==> src/rtl/commit_monitor.sv <==
`default_nettype none
// +----------------------------------------------------------------------------+
// | Module   : commit_monitor                                                  |
// | Purpose  : retirement order numbering, self-jump halt and idle watchdog.   |
// | Option   : COMMIT_MON_WATCHDOG_EN adds the idle counter / TIMED_OUT state. |
// | Revision : 1.0                                                             |
// +----------------------------------------------------------------------------+
module commit_monitor #(
    parameter int NRET        = 2,
    parameter int XLEN        = 32,
    parameter int ORDER_W     = 64,
    parameter int HALT_REPEAT = 2,
    parameter int TIMEOUT     = 1024
) (
    input  logic                      clk,
    input  logic                      rst,
    input  logic                      stall_i,
    input  logic [NRET-1:0]           commit_i,
    input  logic [NRET*7-1:0]         opcode_i,
    input  logic [NRET*XLEN-1:0]      pc_rdata_i,
    input  logic [NRET*XLEN-1:0]      pc_wdata_i,
    output logic [NRET*ORDER_W-1:0]   order_o,
    output logic [ORDER_W-1:0]        order_count_o,
    output logic                      halt_o,
    output logic                      timeout_o
);

    localparam logic [1:0]         c_ST_RUN       = 2'd0;
    localparam logic [1:0]         c_ST_HALTED    = 2'd1;
    localparam logic [1:0]         c_ST_TIMED_OUT = 2'd2;
    localparam logic [6:0]         c_OP_JAL       = 7'b1101111;
    localparam logic [3:0]         c_HALT_CNT     = 4'(HALT_REPEAT);
    localparam logic [ORDER_W-1:0] c_ORDER_ONE    = ORDER_W'(1);
    // An out-of-range configuration never retires anything, so misuse is obvious.
    localparam bit c_CFG_LEGAL = (HALT_REPEAT >= 1) && (HALT_REPEAT <= 15) && (TIMEOUT >= 2);

    logic [1:0]         state_q, state_d;
    logic [ORDER_W-1:0] order_count_q, order_count_d;
    logic [3:0]         rep_q, rep_d;
    logic [NRET-1:0]    w_eff;
    logic [NRET-1:0]    w_self_jump;
    logic               w_any_commit;
    logic               w_halt_hit;
    logic               w_idle_expire;

    for (genvar k = 0; k < NRET; k++) begin : g_lane
        assign w_eff[k] = commit_i[k] & ~stall_i & (state_q == c_ST_RUN) & c_CFG_LEGAL;
        assign w_self_jump[k] = w_eff[k]
                             && (opcode_i[7*k +: 7] == c_OP_JAL)
                             && (pc_wdata_i[k*XLEN +: XLEN] == pc_rdata_i[k*XLEN +: XLEN])
                             && (pc_rdata_i[k*XLEN +: XLEN] != '0);
    end

    assign w_any_commit  = |w_eff;
    assign order_count_o = order_count_q;

    always_comb begin : order_lanes
        logic [ORDER_W-1:0] v_next;
        v_next = order_count_q;
        for (int k = 0; k < NRET; k++) begin
            order_o[k*ORDER_W +: ORDER_W] = v_next;
            if (w_eff[k]) begin
                v_next = v_next + c_ORDER_ONE;
            end
        end
    end

    // Walk lanes oldest first; once a lane triggers halt, younger lanes are dropped.
    always_comb begin : retire_walk
        logic [3:0]         v_rep;
        logic [ORDER_W-1:0] v_cnt;
        logic               v_hit;
        v_rep = rep_q;
        v_cnt = order_count_q;
        v_hit = 1'b0;
        for (int k = 0; k < NRET; k++) begin
            if (w_eff[k] && !v_hit) begin
                v_cnt = v_cnt + c_ORDER_ONE;
                v_rep = w_self_jump[k] ? (v_rep + 4'd1) : 4'd0;
                if (v_rep == c_HALT_CNT) begin
                    v_hit = 1'b1;
                end
            end
        end
        rep_d         = v_rep;
        order_count_d = v_cnt;
        w_halt_hit    = v_hit;
    end

`ifdef COMMIT_MON_WATCHDOG_EN
    localparam int c_IDLE_W = $clog2(TIMEOUT + 1);

    logic [c_IDLE_W-1:0] idle_q, idle_d;

    always_comb begin
        idle_d = idle_q;
        if (w_any_commit) begin
            idle_d = '0;
        end else if (idle_q != c_IDLE_W'(TIMEOUT)) begin
            idle_d = idle_q + c_IDLE_W'(1);
        end
    end

    assign w_idle_expire = !w_any_commit && (idle_q == c_IDLE_W'(TIMEOUT - 1));

    always_ff @(posedge clk) begin
        if (rst) begin
            idle_q <= '0;
        end else begin
            idle_q <= idle_d;
        end
    end
`else
    assign w_idle_expire = 1'b0;
`endif

    always_ff @(posedge clk) begin
        if (rst) begin
            state_q <= c_ST_RUN;
        end else begin
            state_q <= state_d;
        end
    end

    // Halt wins over a simultaneous timeout; terminal states hold until reset.
    always_comb begin
        state_d = state_q;
        case (state_q)
            c_ST_RUN: begin
                if (w_halt_hit) begin
                    state_d = c_ST_HALTED;
                end else if (w_idle_expire) begin
                    state_d = c_ST_TIMED_OUT;
                end
            end
            c_ST_HALTED:    state_d = c_ST_HALTED;
            c_ST_TIMED_OUT: state_d = c_ST_TIMED_OUT;
            default:        state_d = c_ST_RUN;
        endcase
    end

    always_comb begin
        halt_o = (state_q == c_ST_HALTED);
`ifdef COMMIT_MON_WATCHDOG_EN
        timeout_o = (state_q == c_ST_TIMED_OUT);
`else
        timeout_o = 1'b0;
`endif
    end

    always_ff @(posedge clk) begin
        if (rst) begin
            order_count_q <= '0;
            rep_q         <= 4'd0;
        end else begin
            order_count_q <= order_count_d;
            rep_q         <= rep_d;
        end
    end

endmodule
`default_nettype wire

==> config.mk <==
export PLATFORM = sky130hd
export DESIGN_NAME = commit_monitor
export DESIGN_NICKNAME = d
export VERILOG_FILES = /design/src/rtl/commit_monitor.sv
export SDC_FILE = /design/constraint.sdc
export NUM_CORES = 1
export LEC_CHECK = 0
export ABC_CLOCK_PERIOD_IN_PS = 5660
export CAP_MARGIN = 10
export CORE_MARGIN = 1
export CORE_UTILIZATION = 42
export CTS_CLUSTER_DIAMETER = 120
export DETAILED_ROUTE_END_ITERATION = 12
export PLACE_DENSITY = 0.81
export SYNTH_ARGS = -nofsm -noshare
export SYNTH_HDL_FRONTEND = slang
export SYNTH_SLANG_ARGS = --single-unit
==> constraint.sdc <==
create_clock -name clk -period 5.66 [get_ports clk]
set_input_delay 0.566 -clock clk [delete_from_list [all_inputs] [get_ports clk]]
set_output_delay 0.566 -clock clk [all_outputs]
set_load 0.005 [all_outputs]
==> key figures, run 1 <==
Logic synthesis
  • Yosys reg bits: 70
  • Synth top area share: 19.92%
  • Synth Instances: 932
  • Synth warn: 0
  • Synthesized Nets: 1083
  • Cell with the most instances after synthesis: xor2_1
  • Xor/xnor share of the synthesized area: 20.40%
  • Main area contributors after synthesis: dfxtp_1 (20%), xor2_1 (12%), xnor2_1 (8.3%)
  • Compound-Gate Fraction of Synth Area: 7.168%
  • Synth unique cells: 71
  • Mean Syn Cell Area: 7.547 um^2
  • Adder-Cell Fraction of Synth Area: 0.7115%
  • Cell taking the most area after synthesis: dfxtp_1
  • Netlist Area Pre-Place: 0.007034 mm^2
  • Most used DFF post-synth: dfxtp_1
  • Combinational family with the most area after synthesis: simple AND/OR/NAND/NOR gates
  • Asr flop ratio synth: 0%
  • Top cells by count, synth: xor2_1 (95), nor2_1 (75), dfxtp_1 (70), nor4_1 (70), xnor2_1 (67)
  • Simple-gate share of the synthesized area: 39.47%
  • Number of flops mapped to enable cells by yosys: 0
  • Post-synthesis mux area share: 1.725%
  • Seq/Total Area, Yosys: 19.92%

Worst setup path
  • Worst-path fanout max: 15
  • Critical path class: flip-flop to flip-flop
  • Critical Path, Cell by Cell: nand3_1 > or4_1 > or3_1 > xnor2_1 > o211ai_2 > or4b_1 > nor3_2 > buf_4 > a41oi_1 > nor3_1
  • Delay of the slowest critical-path stage: 0.77 ns
  • Critical Path RT: 5.92 ns
  • Buf+Inv Stages, Crit Path: 1
  • CP Launch Type: flip-flop
  • Worst path slowest cell: or4b_1
  • Family with the most delay on the worst path: simple AND/OR/NAND/NOR gates
  • Setup crit end kind: flip-flop
  • Arrival @ worst endpoint: 5.08 ns

CTS
  • Number of clock sinks: 70
  • Clk root buf: clkbuf_16
  • Postcts setup bufs: 0
  • Clk_lat worst skew: 0.35 ns
  • H-tree Lvls: 3
  • CTS max path bufs: 2
  • CTS buffer count: 9
  • Post-cts resize count: 0
  • Hold_buf cts: 0
  • Clock-pin slew on the worst setup and hold paths: 0.06 ns
  • CTS tree: done

Place
  • Port Buf Inserts: 339
  • Gpl congestion: 0.9706
  • Dpl cell area: 0.01011 mm^2
  • Final HPWL DP: 23020 um

Timing
  • Slew margin rel.: 29.38%
  • Crit path time final: 4.810 ns
  • Worst Max-Slew Pin Slew: 1.059 ns
  • Final setup viols: 0
  • Final Hold Fails: 0
  • Final Cycle Share: 84.99%
  • RSZ-0062 raised after global routing: false
  • Final Max Slew Viols: 0
  • Final setup TNS: 0 ns
  • Fmax: 207.9 MHz
  • Clk_skew: 0.009517 ns

Floorplanning
  • Die height: 131.4 um
  • Initial Utilization: 43.65%
  • Total die area: 0.01727 mm^2
  • Die width: 131.4 um
  • IO Pins: 341
  • Std-Cell Core Area: 0.01612 mm^2
  • Core Rows: 46

Route
  • WL met2: 13410 um
  • Via Count: 8229
  • Wirelength, routed: 27880 um
  • Top Metal Used: met4
  • 1st-pass router iterations: 7
  • DR WL/cell: 19.70 um
  • ANT nets after route: 0
  • Initial DRC Count: 701
  • Post-route DRC: 0
  • Vias per Instance: 5.816
  • DR WL met3: 2227 um
  • M1 WL: 10860 um

Global routing
  • Initial antenna violation count: 6
  • Global-route wire length before repair: 43260 um
  • Tot GR Track Use: 31.89%
  • Largest net degree at the start of global routing: 69
  • Vias in the first global route: 7844
  • Global route overflow: 0

Status
  • Status: finished, final reports clean

Pwr
  • PwrDens: 125.9 mW/mm^2
  • Peak supply drop: 0.0001318 V
  • Pleak: 3.728 nW

Layout
  • Final #Nets: 1339
  • Synth-to-Final Area Change: 48.26%
  • Layout cells sized above 1: 4.191%
  • Design Area, Final: 0.01043 mm^2

Flow run
  • Maxcap violations: 0

Hold path
  • Worst hold path class: flip-flop to flip-flop
[kinds of logic after synthesis]
logic type,Yosys count
AND/OR/NAND/NOR,483
XOR/XNOR,163
buffers and inverters,127
AO/OA/AOI/OAI,73
flip-flops,70
multiplexers,11
adder cells (fa/ha/maj),4
other,1
[metal layers]
| metal | global-route usage, % | up-vias |
|---|---|---|
| met5 | 0 | - |
| met4 | 20.16 | 0 |
| met3 | 5.247 | 80 |
| met2 | 53.59 | 496 |
| met1 | 37.66 | 3798 |
| li1 | - | 3855 |
[layout by cell type, fill, tap and decap left out, types with 7 or more instances in the layout]
master	Yosys	final
clkdlybuf4s50_1	0	338
xor2_1	95	95
nor2_1	75	75
nor4_1	70	70
dfxtp_1	70	70
xnor2_1	67	67
nand2_1	57	57
nand3_1	57	57
nor3_1	48	48
nand4_1	43	43
and3_1	27	27
a21oi_1	25	25
inv_1	23	23
and2_1	18	18
and4_1	13	13
or4_1	10	10
buf_4	66	10
nand2b_1	9	9
nor3b_1	9	9
clkbuf_16	0	9
or3_1	7	7
[registers in the layout, summed over array words and instances, names as in the netlist]
signal	cells
rep_q	4
order_count_o	64
state_q	2
[metrics by stage]
step           power [mW]  hold WS, ns  utilization (%)  instances  setup WS, ns
5_1_grt             1.350       0.6216            64.71       1415        0.6832
2_1_floorplan      0.5838       0.4918                -        932         1.525
3_5_place_dp       0.7343       0.5881            62.75       1393        0.7076
4_1_cts             1.318       0.5955            64.62       1409        0.9494
6_report            1.313       0.5928            64.71       1415        0.8495
3_3_place_gp       0.7312       0.5575            62.75       1393        0.8450
[where the power goes]
group,switching (mW),leakage [nW],internal (mW),total [mW]
Clock,0.224,0.152,0.363,0.588
Sequential,0.00717,0.564,0.495,0.502
Combinational,0.0900,3.01,0.133,0.223
[cell type report]
| type | count | area [um^2] |
|---|---|---|
| Antenna cell | 6 | 15.01 |
| Clock buffer | 12 | 256.5 |
| Clock inverter | 4 | 45.04 |
| Fill cell | 1436 | 5687 |
| Inverter | 23 | 86.33 |
| Multi-Input combinational cell | 735 | 4891 |
| Sequential cell | 70 | 1401 |
| Tap cell | 216 | 270.3 |
| Timing Repair Buffer | 349 | 3463 |
[path summary, 6_finish.rpt]
check                                      start                end  slack, ns  depth (start not counted)
worst max-delay path            order_count_o[2]  order_count_o[49]       0.85                         10
worst min-delay path                  state_q[0]         state_q[1]       0.59                          1
worst max register to register  order_count_o[2]  order_count_o[49]       0.85                         10
worst min register to register        state_q[0]         state_q[1]       0.59                          1
Power figures use the tool's default switching activity.
==> run 2, diff against run 1 <==
--- a/config.mk
+++ b/config.mk
@@ -5,7 +5,7 @@
 export SDC_FILE = /design/constraint.sdc
 export NUM_CORES = 1
 export LEC_CHECK = 0
-export ABC_CLOCK_PERIOD_IN_PS = 5660
+export ABC_CLOCK_PERIOD_IN_PS = 5000
 export CAP_MARGIN = 10
 export CORE_MARGIN = 1
 export CORE_UTILIZATION = 42
==> constraint.sdc (replaced) <==
create_clock -name clk -period 5 [get_ports clk]
set_input_delay 0.5 -clock clk [delete_from_list [all_inputs] [get_ports clk]]
set_output_delay 0.5 -clock clk [all_outputs]
set_load 0.005 [all_outputs]
==> run 2 against run 1 <==
Compared with the run above: global-route usage is 0.46 points higher; combinational power is 14% higher; final area grew 0.64%; sequential share of layout area decreased by 0.085 points; power grew 7.6%; critical path depth grew 1; worst hold slack better by 0.0060 ns; via count is 1.3% higher; wire length is 2.0% higher; critical path type is now input port to flip-flop; critical endpoint unchanged.
==> key figures, run 2 (synthesis gave the netlist of run 1 again) <==
Status
  • Status: finished, final reports clean

Layout
  • Design Area, Final: 0.01050 mm^2
  • Finished Layout Cells: 1422
  • Largest register FFs: 64
  • Most frequent cells in the layout: clkdlybuf4s50_1 (338), xor2_1 (95), nor2_1 (75), nor4_1 (70), dfxtp_1 (70)
  • Leading cell type in the layout, fill and taps excluded: clkdlybuf4s50_1
  • Layout cells sized above 1: 5.307%
  • Antenna cells: 0
  • Final #Nets: 1355
  • Synth-to-Final Area Change: 49.20%

Pwr
  • Pleak: 3.793 nW
  • Final Power: 1.412 mW
  • Peak supply drop: 0.0001358 V
  • PwrDens: 134.6 mW/mm^2

Global routing
  • Global-route wire length before repair: 44190 um
  • Tot GR Track Use: 32.35%
  • Initial antenna violation count: 0
  • Global route overflow: 0
  • Largest net degree at the start of global routing: 69
  • Vias in the first global route: 8054

Route
  • Vias per Instance: 5.862
  • Post-route DRC: 0
  • Via Count: 8336
  • ANT nets after route: 0
  • 1st-pass router iterations: 8
  • Wirelength, routed: 28420 um
  • Initial DRC Count: 801
  • DR WL/cell: 19.99 um

Timing
  • Fmax: 221.8 MHz
  • Final setup viols: 0
  • Final setup TNS: 0 ns
  • Final Max Slew Viols: 0
  • Crit path time final: 4.508 ns
  • Final Cycle Share: 90.15%
  • Slew margin rel.: 46.66%
  • Final Hold Fails: 0
  • Hold Slack: 0.5988 ns
  • Worst Max-Slew Pin Slew: 0.8001 ns
  • Clk_skew: 0.005392 ns
  • RSZ-0062 raised after global routing: false

CTS
  • CTS buffer count: 9
  • Hold_buf cts: 0
  • Clk root buf: clkbuf_16
  • CTS tree: done
  • Clock-pin slew on the worst setup and hold paths: 0.05 ns
  • Post-cts resize count: 0
  • H-tree Lvls: 3
  • Postcts setup bufs: 0
  • Number of clock sinks: 70
  • CTS max path bufs: 2
  • Clk_lat worst skew: 0.34 ns

Flow run
  • Maxcap violations: 0

Floorplanning
  • Std-Cell Core Area: 0.01612 mm^2
  • IO Pins: 341
  • Total die area: 0.01727 mm^2
  • Die width: 131.4 um
  • Initial Utilization: 43.65%
  • Core Rows: 46
  • Die height: 131.4 um

Worst setup path
  • Critical Path, Cell by Cell: clkdlybuf4s50_1 > or4b_1 > or4_4 > or4_1 > mux2i_1 > nand2_1 > or4b_1 > nor3_2 > buf_4 > and4b_1 > nor3_1
  • Buf+Inv Stages, Crit Path: 2
  • Worst-path fanout max: 7
  • Critical path class: input port to flip-flop
  • Arrival @ worst endpoint: 4.70 ns
  • Family with the most delay on the worst path: simple AND/OR/NAND/NOR gates
  • Worst path slowest cell: or4b_1
  • Setup crit end kind: flip-flop
  • CP Launch Type: input port
  • Critical Path RT: 5.20 ns
  • Delay of the slowest critical-path stage: 0.68 ns
  • CP dominant cell by count: or4b_1

Hold path
  • Worst hold path class: flip-flop to flip-flop

Place
  • DP Cell Count: 1409
  • Gpl congestion: 0.9958
  • Final HPWL DP: 23190 um
  • Dpl cell area: 0.01023 mm^2
  • Port Buf Inserts: 339
==> run 2: through the flow <==
stage	util, %	setup WS (ns)
final	65.12	0.4923
after global routing	65.12	0.2952
after CTS	65.12	0.5486
after detailed placement	63.49	0.1924
after global placement	63.49	0.3041
after floorplan	-	0.9307
==> run 2: path summary, 6_finish.rpt <==
path / from / endpoint / slack (ns) / cells after the start
setup / recovery: stall_i / order_count_o[49] / 0.49 / 11
hold / removal: state_q[0] / state_q[1] / 0.60 / 1
setup reg to reg: order_count_o[5] / order_count_o[49] / 0.56 / 10
hold reg to reg: state_q[0] / state_q[1] / 0.60 / 1
==> run 2: power breakdown <==
| part | switching (mW) | leakage [nW] | internal [mW] | total [mW] |
|---|---|---|---|---|
| Clock | 0.237 | 0.133 | 0.352 | 0.590 |
| Sequential | 0.00702 | 0.564 | 0.561 | 0.568 |
| Combinational | 0.104 | 3.10 | 0.151 | 0.255 |
==> run 2: cell type report <==
cell class,count,area (um^2)
fillers,1447,5620
multi-input cells,735,4891
repair buffers,365,3583
flip-flops and latches,70,1401
well taps,216,270.3
clock buffers,11,252.7
inverters,23,86.33
clock inverters,2,10.01
==> run 2: per-layer routing <==
metal | vias to the layer above | part of all wire, % | GRT usage (%)
met2 | 487 | 49 | 55.82
met1 | 3904 | 39 | 37.61
met4 | 0 | 4.6 | 17.05
met5 | - | 0 | 0
met3 | 94 | 7.3 | 6.366
li1 | 3851 | - | -
